==> src/rtl/jtcop_sdram_resp.sv <==
// Bank-request responder: arbitrates the four game banks and the ROM downloader,
// then runs one access at a time against a fixed-latency 16-bit memory port.
// Ports:
//   clk, rst_n                 clock, asynchronous active-low reset
//   ba0..3_addr, ba_rd, ba_wr  bank requests (write on bank 0 only)
//   ba0_din, ba0_din_m         bank 0 write data / mask (1 = byte kept)
//   ba_ack/dst/dok/rdy         per-bank accept, first word, word valid, complete
//   data_read                  shared read data
//   downloading, prog_*        ROM downloader requests and handshakes
//   mem_*                      fixed-latency memory port
module jtcop_sdram_resp #(
  parameter int unsigned BURST   = 2,
  parameter int unsigned MEM_LAT = 2
) (
  input  logic        clk,
  input  logic        rst_n,
  input  logic [21:0] ba0_addr,
  input  logic [21:0] ba1_addr,
  input  logic [21:0] ba2_addr,
  input  logic [21:0] ba3_addr,
  input  logic [3:0]  ba_rd,
  input  logic        ba_wr,
  input  logic [15:0] ba0_din,
  input  logic [1:0]  ba0_din_m,
  output logic [3:0]  ba_ack,
  output logic [3:0]  ba_dst,
  output logic [3:0]  ba_dok,
  output logic [3:0]  ba_rdy,
  output logic [15:0] data_read,
  input  logic        downloading,
  input  logic [21:0] prog_addr,
  input  logic [1:0]  prog_ba,
  input  logic [15:0] prog_data,
  input  logic [1:0]  prog_mask,
  input  logic        prog_we,
  input  logic        prog_rd,
  output logic        prog_ack,
  output logic        prog_rdy,
  output logic [23:0] mem_addr,
  output logic        mem_rd,
  output logic        mem_wr,
  output logic [15:0] mem_din,
  output logic [1:0]  mem_mask,
  input  logic [15:0] mem_dout
);

  localparam int unsigned AW = 22;
  localparam int unsigned CW = $clog2(BURST + 1);

  typedef enum logic [1:0] {ST_IDLE, ST_ISSUE, ST_WAIT, ST_DONE} state_t;

  state_t            state_q, state_d;
  logic [1:0]        bank_q, bank_d, rr_q, rr_d;
  logic [AW-1:0]     addr_q, addr_d;
  logic              wr_q, wr_d, prog_q, prog_d;
  logic [CW-1:0]     icnt_q, icnt_d, rcnt_q, rcnt_d;
  logic [MEM_LAT-1:0] vld_q, vld_d;

  logic [3:0]  ack_d, dst_d, dok_d, rdy_d;
  logic [15:0] data_d, mdin_d;
  logic [23:0] maddr_d;
  logic [1:0]  mmask_d;
  logic        pack_d, prdy_d, mrd_d, mwr_d, take;

  logic [3:0]    req;
  logic [1:0]    gnt, cand;
  logic          found;
  logic [AW-1:0] gnt_addr;

  // Round-robin pick, searching from the bank after the last grant
  always_comb begin
    req   = {ba_rd[3:1], ba_rd[0] | ba_wr};
    found = 1'b0;
    gnt   = rr_q;
    cand  = rr_q;
    for (int i = 0; i < 4; i++) begin
      cand = rr_q + 2'(i);
      if (!found && req[cand]) begin
        found = 1'b1;
        gnt   = cand;
      end
    end
  end

  always_comb begin
    case (gnt)
      2'd0:    gnt_addr = ba0_addr;
      2'd1:    gnt_addr = ba1_addr;
      2'd2:    gnt_addr = ba2_addr;
      default: gnt_addr = ba3_addr;
    endcase
  end

  // Next-state and next-output logic
  always_comb begin
    state_d = state_q;
    bank_d  = bank_q;
    rr_d    = rr_q;
    addr_d  = addr_q;
    wr_d    = wr_q;
    prog_d  = prog_q;
    icnt_d  = icnt_q;
    rcnt_d  = rcnt_q;
    vld_d   = MEM_LAT'({vld_q, mem_rd});  // marks which cycles carry valid mem_dout
    ack_d   = '0;
    dst_d   = '0;
    dok_d   = '0;
    rdy_d   = '0;
    pack_d  = 1'b0;
    prdy_d  = 1'b0;
    mrd_d   = 1'b0;
    mwr_d   = 1'b0;
    data_d  = data_read;
    maddr_d = mem_addr;
    mdin_d  = mem_din;
    mmask_d = mem_mask;
    take    = 1'b0;

    case (state_q)
      ST_IDLE: begin
        rcnt_d = '0;
        if (downloading) begin
          // Bank requests wait while the downloader owns the memory
          if (prog_we || prog_rd) begin
            take    = 1'b1;
            prog_d  = 1'b1;
            wr_d    = prog_we;
            bank_d  = prog_ba;
            addr_d  = prog_addr;
            pack_d  = 1'b1;
            mdin_d  = prog_data;
            mmask_d = prog_mask;
          end
        end else if (found) begin
          take    = 1'b1;
          prog_d  = 1'b0;
          wr_d    = (gnt == 2'd0) && ba_wr;
          bank_d  = gnt;
          addr_d  = gnt_addr;
          rr_d    = gnt + 2'd1;
          ack_d[gnt] = 1'b1;
          mdin_d  = ba0_din;
          mmask_d = ba0_din_m;
        end
        if (take) begin
          state_d = ST_ISSUE;
          maddr_d = {bank_d, addr_d};
          if (wr_d) begin
            mwr_d = 1'b1;
          end else begin
            mrd_d  = 1'b1;
            icnt_d = CW'(1);
          end
        end
      end
      ST_ISSUE: begin
        if (wr_q) begin
          state_d = ST_DONE;
          if (prog_q) prdy_d = 1'b1;
          else        rdy_d[bank_q] = 1'b1;
        end else if (icnt_q < CW'(BURST)) begin
          // Word address wraps inside the 22-bit bank space
          mrd_d   = 1'b1;
          maddr_d = {bank_q, addr_q + AW'(icnt_q)};
          icnt_d  = icnt_q + CW'(1);
        end else begin
          state_d = ST_WAIT;
        end
      end
      ST_WAIT: begin
      end
      default: begin
        state_d = ST_IDLE;
      end
    endcase

    // Read data return; may overlap ISSUE for short latencies
    if (vld_q[MEM_LAT-1]) begin
      data_d = mem_dout;
      rcnt_d = rcnt_q + CW'(1);
      if (!prog_q) begin
        dok_d[bank_q] = 1'b1;
        if (rcnt_q == '0) dst_d[bank_q] = 1'b1;
      end
      if (rcnt_q == CW'(BURST - 1)) begin
        state_d = ST_DONE;
        if (prog_q) prdy_d = 1'b1;
        else        rdy_d[bank_q] = 1'b1;
      end
    end
  end

  // State and registered outputs
  always_ff @(posedge clk or negedge rst_n) begin
    if (!rst_n) begin
      state_q   <= ST_IDLE;
      bank_q    <= '0;
      rr_q      <= '0;
      addr_q    <= '0;
      wr_q      <= 1'b0;
      prog_q    <= 1'b0;
      icnt_q    <= '0;
      rcnt_q    <= '0;
      vld_q     <= '0;
      ba_ack    <= '0;
      ba_dst    <= '0;
      ba_dok    <= '0;
      ba_rdy    <= '0;
      data_read <= '0;
      prog_ack  <= 1'b0;
      prog_rdy  <= 1'b0;
      mem_addr  <= '0;
      mem_rd    <= 1'b0;
      mem_wr    <= 1'b0;
      mem_din   <= '0;
      mem_mask  <= '0;
    end else begin
      state_q   <= state_d;
      bank_q    <= bank_d;
      rr_q      <= rr_d;
      addr_q    <= addr_d;
      wr_q      <= wr_d;
      prog_q    <= prog_d;
      icnt_q    <= icnt_d;
      rcnt_q    <= rcnt_d;
      vld_q     <= vld_d;
      ba_ack    <= ack_d;
      ba_dst    <= dst_d;
      ba_dok    <= dok_d;
      ba_rdy    <= rdy_d;
      data_read <= data_d;
      prog_ack  <= pack_d;
      prog_rdy  <= prdy_d;
      mem_addr  <= maddr_d;
      mem_rd    <= mrd_d;
      mem_wr    <= mwr_d;
      mem_din   <= mdin_d;
      mem_mask  <= mmask_d;
    end
  end

endmodule

==> config.mk <==
export PLATFORM = sky130hd
export DESIGN_NAME = jtcop_sdram_resp
export DESIGN_NICKNAME = d
export VERILOG_FILES = /design/src/rtl/jtcop_sdram_resp.sv
export SDC_FILE = /design/constraint.sdc
export NUM_CORES = 1
export LEC_CHECK = 0
export BUFFER_PORTS_ARGS = -buffer_cell sky130_fd_sc_hd__buf_4
export CORE_MARGIN = 8
export CORE_UTILIZATION = 45
export DETAILED_ROUTE_END_ITERATION = 6
export PLACE_DENSITY = 0.75
export SLEW_MARGIN = 20
export SYNTH_ARGS = -nofsm -noshare
export SYNTH_HDL_FRONTEND = slang
export SYNTH_SLANG_ARGS = --single-unit
==> constraint.sdc <==
create_clock -name clk -period 2.15 [get_ports clk]
set_input_delay 0.215 -clock clk [delete_from_list [all_inputs] [get_ports clk]]
set_output_delay 0.215 -clock clk [all_outputs]
set_load 0.01 [all_outputs]
==> summary.txt <==
Min path
  • Worst Hold Class: in -> reg

Cells and area
  • Area Overhead vs Synth: 52.56%
  • Diodes inserted: 0
  • Commonest non-fill, non-tap cells in the layout: 293 x buf_4, 113 x dfrtp_1, 92 x nand2_1, 59 x mux2_2, 50 x o21ai_0
  • Nets: 1,130
  • Design area: 9849 sq um
  • Share of post-route cells with drive strength above 1: 46.47%
  • Commonest non-fill, non-tap cell in the layout: buf_4
  • Post-layout util: 70.68%

Detailed routing
  • Drt wl/cell: 20.23 um
  • Drt drc: 0
  • Iteration-0 DRC count of the detailed router: 471
  • DR vias: 6,543
  • Initial DRT Pass Iterations: 5
  • Post-route ant nets: 0
  • Routed WL: 23.15 mm
  • Vias/cell: 5.719

Synth
  • Post-synth EDFFs: 0
  • Yosys cell types: 65
  • Mapped cell area: 6456 sq um
  • Async S/R FF share, synth: 100.0%
  • Post-synthesis register bit count: 114
  • Fraction of synthesized area in multiplexers: 14.21%
  • Ys flop type: dfrtp_1
  • XOR/XNOR Fraction of Synth Area: 2.713%
  • Synth Area per Inst: 9.738 sq um
  • Synthesized instance count: 663
  • Synth Net Count: 842
  • Share of Yosys cell area claimed by the top area cell type: 44.19%
  • Post-Synth Simple-Gate Area: 15.27%
  • Yosys top cell by area: dfrtp_1
  • Synth warnings: 0
  • Post-synthesis sequential area ratio: 44.19%
  • Leading post-synthesis cells by cell area: dfrtp_1 44%, mux2_2 10%, nand2_1 5.4%
  • Synth Area in Adders: 1.085%
  • Compound-Gate Fraction of Synth Area: 18.62%
  • Combinational family with the most area after synthesis: compound AO/OA/AOI/OAI gates

Placed design
  • Placed inst area: 8758 sq um
  • Pre-CTS setup slack: -0.2721 ns
  • Post-detail-place hpwl: 16.02 mm
  • PortBufs: 251
  • Final GP Congestion: 0.8248

CTS
  • Max H-tree Level: 4
  • CTS clock-pin slew for the worst setup and hold paths: 0.06 ns
  • Cts bufs inserted: 17
  • CTS tree: built
  • Root buf cell: clkbuf_16
  • CTS sink cnt: 114
  • Clock buffer depth: 2
  • Clock latency on the worst-skew pair: 0.41 ns

Power
  • Maximum VDD drop: 0.8632 mV
  • Total chip power: 0.01401 W
  • Lkg Pwr: 4.603 nW
  • PwrDens: 1422 nW/um^2

Worst setup path
  • CP Launch Type: flop
  • Worst path slowest cell: dfrtp_1
  • Max FO, Critical Path: 6
  • Critical path's largest stage delay: 0.40 ns
  • Arr. time, crit path: 2.42 ns
  • Crit-path cells: nor2b_2 -> and3b_1 -> o2bb2ai_4 -> buf_6 -> buf_12 -> mux2_4 -> a222oi_1 -> a22oi_1
  • Crit Path Class: reg -> reg
  • Buf/Inv on CP: 2
  • Worst path top cell family by delay: compound AO/OA/AOI/OAI gates
  • Worst setup EP type: flop
  • Worst endpoint required time: 2.43 ns

Timing
  • Fmax achieved: 467.1 MHz
  • Pins over their slew limit: 0
  • Slew @ Worst Pin: 0.6170 ns
  • Worst setup margin: 0.009140 ns
  • Hold_ws: 0.03836 ns
  • Minimum clock period: 2.141 ns
  • Clk_skew: 0.01027 ns
  • Relative slew margins: 58.68%
  • Period utilization: 99.57%
  • RSZ-0062 raised after global routing: true
  • Final setup vio count: 0
  • Hold Violations, Final: 0

Die
  • Die W: 135.8 um
  • Die H: 135.8 um
  • Row cnt: 43
  • Starting density of the core: 46.33%
  • CORE AREA: 13,930 sq um
  • IO Count: 252
  • Die area: 18,440 sq um

Global route
  • Vias in the first global route: 6,613
  • Total grt overflow: 0
  • GRT Util Overall: 23.86%
  • Initial antenna violation count: 0
  • Global-route wire length before repair: 34.74 mm
  • Largest net degree at the start of global routing: 40

Run status
  • Status: completed

Job
  • Max Cap Viol: 0
[registers in the layout, summed over array words and instances, names as in the netlist, 4 cells and up]
register   count
ba_dst         4
addr_q        22
mem_addr      24
ba_ack         4
data_read     16
mem_din       16
ba_rdy         4
ba_dok         4
[stage by stage]
step	std cells	TNS [ns]
2_1_floorplan	663	0
3_3_place_gp	1090	-0.6249
4_1_cts	1127	0
3_5_place_dp	1090	-5.243
6_report	1144	0
5_1_grt	1144	-0.6776
[synthesized netlist by cell type, types with 8 or more instances]
library cell  count
o22ai_1          12
clkbuf_1         27
xnor2_1          10
mux2_2           59
o21ai_0          51
nor3_1           18
xor2_1           10
nand2_1          93
o21ai_1          18
dfrtp_1         114
a221oi_2         11
a21oi_1          22
nor2_1           38
inv_1             9
a22oi_1          19
nand3_1          13
mux2i_1          23
buf_2            13
a221oi_1          8
[worst register-to-register path, delay by kind of cell, from the launching register on]
kind                   cells  cell delay, ns
multiplexers               1            0.30
buffers and inverters      2            0.30
AO/OA/AOI/OAI              3            0.66
flip-flops                 1            0.40
AND/OR/NAND/NOR            2            0.35
[routing by layer]
layer	wire [um]	vias up	GRT usage [%]
met5	0	-	0
met4	729	0	11.17
met3	1780	52	5.267
met2	11440	370	39.34
met1	9200	3114	29.12
li1	-	3007	-
[path summary, 6_finish.rpt]
check,slack [ns],startpoint,cells past startpoint,end
max,0.009,rr_q[0],8,mem_addr[19]
min,0.04,mem_dout[14],2,data_read[14]
max reg2reg,0.009,rr_q[0],8,mem_addr[19]
min reg2reg,0.35,vld_q[0],0,vld_q[1]
max in group asynchronous,1.18,rst_n,3,data_read[4]
min in group asynchronous,0.30,rst_n,2,mem_din[10]
[repair_timing]
item | 4_1_cts | 5_1_grt
endpoints found under the hold margin | 30 | 0
hold buffers | 1 | 0
pin swaps | 3 | 6
endpoints found under the setup margin | 42 | 35
setup buffers | 2 | 13
gates resized for setup | 11 | 22
gates cloned | 2 | 4
[power breakdown]
group | switching [W] | leakage, nW | internal, W | total [W]
sequential | 0.000757 | 1.39 | 0.00311 | 0.00387
combinational | 0.00360 | 2.90 | 0.00341 | 0.00701
clock | 0.00106 | 0.313 | 0.00208 | 0.00313
[area by class of cell]
class	instances	area (sq um)
clock buffers	18	429.2
clock inverters	14	222.7
fillers	1031	4085
inverters	9	33.78
multi-input cells	495	3508
flip-flops and latches	114	2854
well taps	180	225.2
repair buffers	314	2576
[cell families after synthesis]
logic type,after synthesis
AO/OA/AOI/OAI,177
adder cells (fa/ha/maj),5
multiplexers,84
XOR/XNOR,20
AND/OR/NAND/NOR,208
flip-flops,114
buffers and inverters,55
(Power assumes the default switching activity.)
